`config.mk`:
```
export PLATFORM = sky130hd
export DESIGN_NAME = calc_sequencer
export DESIGN_NICKNAME = d
export VERILOG_FILES = /design/src/rtl/calc_sequencer.sv
export SDC_FILE = /design/constraint.sdc
export NUM_CORES = 1
export LEC_CHECK = 0
export BUFFER_PORTS_ARGS = -buffer_cell sky130_fd_sc_hd__buf_2
export CAP_MARGIN = 20
export CELL_PAD_IN_SITES_DETAIL_PLACEMENT = 0
export CELL_PAD_IN_SITES_GLOBAL_PLACEMENT = 1
export CORE_AREA = 2 2 107 57
export DETAILED_ROUTE_END_ITERATION = 10
export DIE_AREA = 0 0 109 59
export MAX_ROUTING_LAYER = met4
export PLACE_DENSITY_LB_ADDON = 0.1
export REMOVE_ABC_BUFFERS = 1
export SYNTH_ARGS = -nofsm -noshare
export SYNTH_HDL_FRONTEND = slang
export SYNTH_SLANG_ARGS = --single-unit
```
`constraint.sdc`:
```
create_clock -name CLK -period 2.7 [get_ports CLK]
set_input_delay 0.405 -clock CLK [delete_from_list [all_inputs] [get_ports CLK]]
set_output_delay 0.405 -clock CLK [all_outputs]
set_load 0.05 [all_outputs]
```
`src/rtl/calc_sequencer.sv`:
```
// calc_sequencer: operand-entry and execute controller for the 8-bit calculator.
// Two operands and an opcode are captured under pushbutton control. The result and its
// signed-overflow flag are then registered, and a one-cycle load strobe is sent downstream.
module calc_sequencer (
    input  logic       CLK,
    input  logic       Reset,
    input  logic       Enter,
    input  logic [7:0] Sw,
    input  logic [1:0] Op,
    output logic [7:0] Result,
    output logic       LoadOU,
    output logic       Ovf,
    output logic [1:0] Phase
);

    typedef enum logic [1:0] {
        StGetA = 2'b00,
        StGetB = 2'b01,
        StExec = 2'b10,
        StShow = 2'b11
    } state_e;

    state_e     state_q;
    logic       s1_q, s2_q, dly_q;
    logic [7:0] a_q, b_q;
    logic [1:0] opr_q;
    logic [7:0] result_q;
    logic       ovf_q;
    logic       load_q;

    logic       press;
    logic [7:0] alu_r;
    logic       alu_ovf;

    // Rising-edge detect on the synchronised pushbutton.
    assign press = s2_q & ~dly_q;

    // ALU on the captured operands; only consumed in EXEC.
    always_comb begin
        alu_r   = 8'h00;
        alu_ovf = 1'b0;
        unique case (opr_q)
            2'b00: begin
                alu_r   = a_q + b_q;
                alu_ovf = (a_q[7] == b_q[7]) & (alu_r[7] != a_q[7]);
            end
            2'b01: begin
                alu_r   = a_q - b_q;
                alu_ovf = (a_q[7] != b_q[7]) & (alu_r[7] != a_q[7]);
            end
            2'b10: alu_r = a_q & b_q;
            2'b11: alu_r = a_q | b_q;
            default: begin
                alu_r   = 8'h00;
                alu_ovf = 1'b0;
            end
        endcase
    end

    // Synchroniser, operand capture and sequencing FSM with registered outputs.
    always_ff @(posedge CLK) begin
        if (Reset) begin
            state_q  <= StGetA;
            s1_q     <= 1'b0;
            s2_q     <= 1'b0;
            dly_q    <= 1'b0;
            a_q      <= 8'h00;
            b_q      <= 8'h00;
            opr_q    <= 2'b00;
            result_q <= 8'h00;
            ovf_q    <= 1'b0;
            load_q   <= 1'b0;
        end else begin
            s1_q   <= Enter;
            s2_q   <= s1_q;
            dly_q  <= s2_q;
            load_q <= 1'b0;
            case (state_q)
                StGetA: begin
                    if (press) begin
                        a_q     <= Sw;
                        state_q <= StGetB;
                    end
                end
                StGetB: begin
                    if (press) begin
                        b_q     <= Sw;
                        opr_q   <= Op;
                        state_q <= StExec;
                    end
                end
                // Unconditional single cycle; a press arriving here is dropped.
                StExec: begin
                    result_q <= alu_r;
                    ovf_q    <= alu_ovf;
                    load_q   <= 1'b1;
                    state_q  <= StShow;
                end
                StShow: begin
                    if (press) begin
                        state_q <= StGetA;
                    end
                end
                default: state_q <= StGetA;
            endcase
        end
    end

    assign Result = result_q;
    assign Ovf    = ovf_q;
    assign LoadOU = load_q;
    assign Phase  = state_q;

endmodule
```
==> impl_metrics.yaml <==
layout:
  fin_nets: 360
  postLayoutCellArea_um2: 2646
  fin_cells: 391
  antenna_cells: 0
  final_cell_mix: "33 x dfxtp_1, 28 x inv_1, 28 x nand2_1, 28 x ha_1, 26 x a21oi_1"
  drive_gt1_share_pct: 12.58
  syn2layout_area_growth_pct: 11.73
  finish.utilization_pct: 49.04
  final_common_cell: "dfxtp_1"
  nFillCells: 541
synthesis:
  synthAdderAreaFrac_pct: 16.48
  ys_seq_elements: 33
  synthXorXnorAreaFrac_pct: 1.849
  synthCells: 300
  synth_top_family_by_area: "simple AND/OR/NAND/NOR gates"
  synthArstFlopShare_pct: 0
  seq_area_frac_synth_pct: 27.89
  synth_cell_types: 52
  yosysWarnings: 0
  synth-main-ff-cell: "dfxtp_1"
  syn_area_per_cell_um2: 7.895
  synth-simple-area-share_pct: 23.51
  muxShareOfSynthArea_pct: 3.064
  synth_edf_count: 0
  synth_compound_area_share_pct: 19.70
  syn_area_um2: 2369
global_routing:
  grtUsageTotal_pct: 21.03
  grt_pass1_wl_um: 9949
  antenna_found_initial: 0
  grt_pass1_vias: 2026
  grt_max_degree: 34
  grt.overflow.total: 0
sta:
  period_share_pct: 88.66
  worstMarginPinSlew_ns: 0.6674
  maxSlewViolCount: 0
  setup_ws_ns: 0.3061
  relSlewSlack_pct: 55.45
  fin_skew_ns: 0.006819
  hold_viol: 0
  grt_setup_unrepaired: "no"
  fin_crit_ns: 2.394
  setup_viol: 0
  totalNegativeSetupSlack_ns: 0
  timing.hold.ws_ns: 0.3326
  timing.fmax_ghz: 0.4177
critical_path:
  crit_type: "flip-flop to flip-flop"
  cp_data_required_time_ns: 2.92
  cp_max_fo: 5
  critPathArrivalTime_ns: 2.62
  worstSetupStartpointType: "flip-flop"
  critPathCaptureType: "flip-flop"
clock_network:
  clkLatencyLatePin_ns: 0.30
  clockRootBuffer: "clkbuf_8"
  postCtsSetupRepairBufs: 0
  cts_buffers: 5
  cts_tree: "built"
  h-tree-depth: 2
  cts.path.max_buffers: 2
  clkSinkCount: 33
  hold_buffers: 0
  cts_resized: 0
  clk_pin_slew_ns: 0.08
floorplan:
  die_y_um: 59
  die_w_um: 109
  dieArea_um2: 6431
  start_util_pct: 43.89
  core_area_um2: 5396
  pin_count: 25
  rows: 19
placement:
  dp_slack_ns: 0.3733
  postPlaceCellArea_um2: 2530
  placedCellCount: 383
  dpl.hpwl_um: 4440
  gp_congestion: 0.8921
  port_buffers: 24
power:
  pwr-share-clk_pct: 29.8
  powerDensity_nw_per_um2: 640.4
  p_int_mw: 1.038
  swShare_pct: 38.72
  total_power_mw: 1.695
  irDropWorstVdd_mv: 0.6513
  p_seq_share_pct: 34.1
  p_leak_nw: 0.9822
  power_frac_comb_pct: 36.1
  power.switching_uw: 656.1
drt:
  vias: 2090
  wl_per_cell_um: 14.85
  drt_pass1_iterations: 4
  routed_wl_um: 5805
  first_iter_violations: 81
  drt-vias-per-instance: 5.345
  detail-route-antenna-nets: 0
  drc: 0
flow_run:
  drv_cap: 0
outcome:
  status: "completed"
hold_path:
  hold_class: "input port to flip-flop"
==> cells in the mapped netlist, types with 2 or more instances <==
cell type  number  area (um^2)
o31a_1          2        17.52
xnor2_1         4        35.03
nand4_1         2        12.51
nor2b_1        10        62.56
a211oi_1        4        30.03
nand2_1        28        105.1
nor3_1          7        35.03
o21a_1          2        15.01
nand3_1        21        105.1
inv_1          28        105.1
nor2_1         21        78.83
dfxtp_1        33        660.6
a21oi_1        26        130.1
a21o_1          2        15.01
or3_1           3        18.77
o211ai_1        6        45.04
a311oi_1        2        17.52
o21ai_1         3        15.01
nand2b_1        7        43.79
mux2i_1         5        50.05
a2111oi_0       2        17.52
o21ai_0         8        40.04
clkbuf_1       15        56.30
fa_1            2        40.04
nor4_1          2        12.51
a211oi_2        2        25.02
ha_1           28        350.3
==> metal layers <==
| metal | vias to the layer above | track usage, % | share of wire, % |
|---|---|---|---|
| li1 | 1076 | - | - |
| met5 | - | - | 0 |
| met4 | 0 | 5.495 | 0.57 |
| met2 | 37 | 31.50 | 41 |
| met3 | 5 | 5.275 | 3.9 |
| met1 | 972 | 28.46 | 54 |
==> sequential cells by signal, indices dropped and copies added, names as in the netlist <==
register  flops
a_q           8
opr_q         2
b_q           8
Phase         2
LoadOU        1
s2_q          1
s1_q          1
Ovf           1
dly_q         1
Result        8
==> worst max-delay path, stage by stage, from the launching register on <==
cell and delay [ns]:
dfxtp_1 0.44, inv_1 0.11, ha_1 0.35, a211oi_1 0.46, o21ai_1 0.18, a2111oi_0 0.44, a311oi_1 0.11, a211oi_2 0.23
==> kinds of logic after synthesis <==
family / after synthesis
and+or+nand+nor: 110
AOI/OAI and AO/OA: 71
buffers and inverters: 45
DFF: 33
adders and majority gates: 30
muxes: 6
xor gates and xnor gates: 5
==> cell type report <==
class / count / area (um^2) / share of cell area [%]
Timing Repair Buffer: 27 / 142.6 / 5.390
Inverter: 28 / 105.1 / 3.972
Sequential cell: 33 / 660.6 / 24.96
Multi-Input combinational cell: 222 / 1530 / 57.83
Clock inverter: 1 / 30.03 / 1.135
Tap cell: 73 / 91.34 / 3.452
Clock buffer: 7 / 86.33 / 3.262
==> power groups by stage <==
stage / Combinational, mW / Clock [mW] / Sequential, mW
final: 0.612 / 0.504 / 0.578
after floorplan: 0.331 / 0 / 0.713
after CTS: 0.614 / 0.515 / 0.579
after global routing: 0.678 / 0.548 / 0.588
after global placement: 0.604 / 0 / 0.589
after detailed placement: 0.612 / 0 / 0.590
==> final timing paths <==
path	start	endpoint	slack, ns	cells after the start
max reg2reg	a_q[1]	Result[5]	0.31	7
max	a_q[1]	Result[5]	0.31	7
min reg2reg	s1_q	s2_q	0.46	1
min	Enter	s1_q	0.33	2
Power figures use the tool's default switching activity.
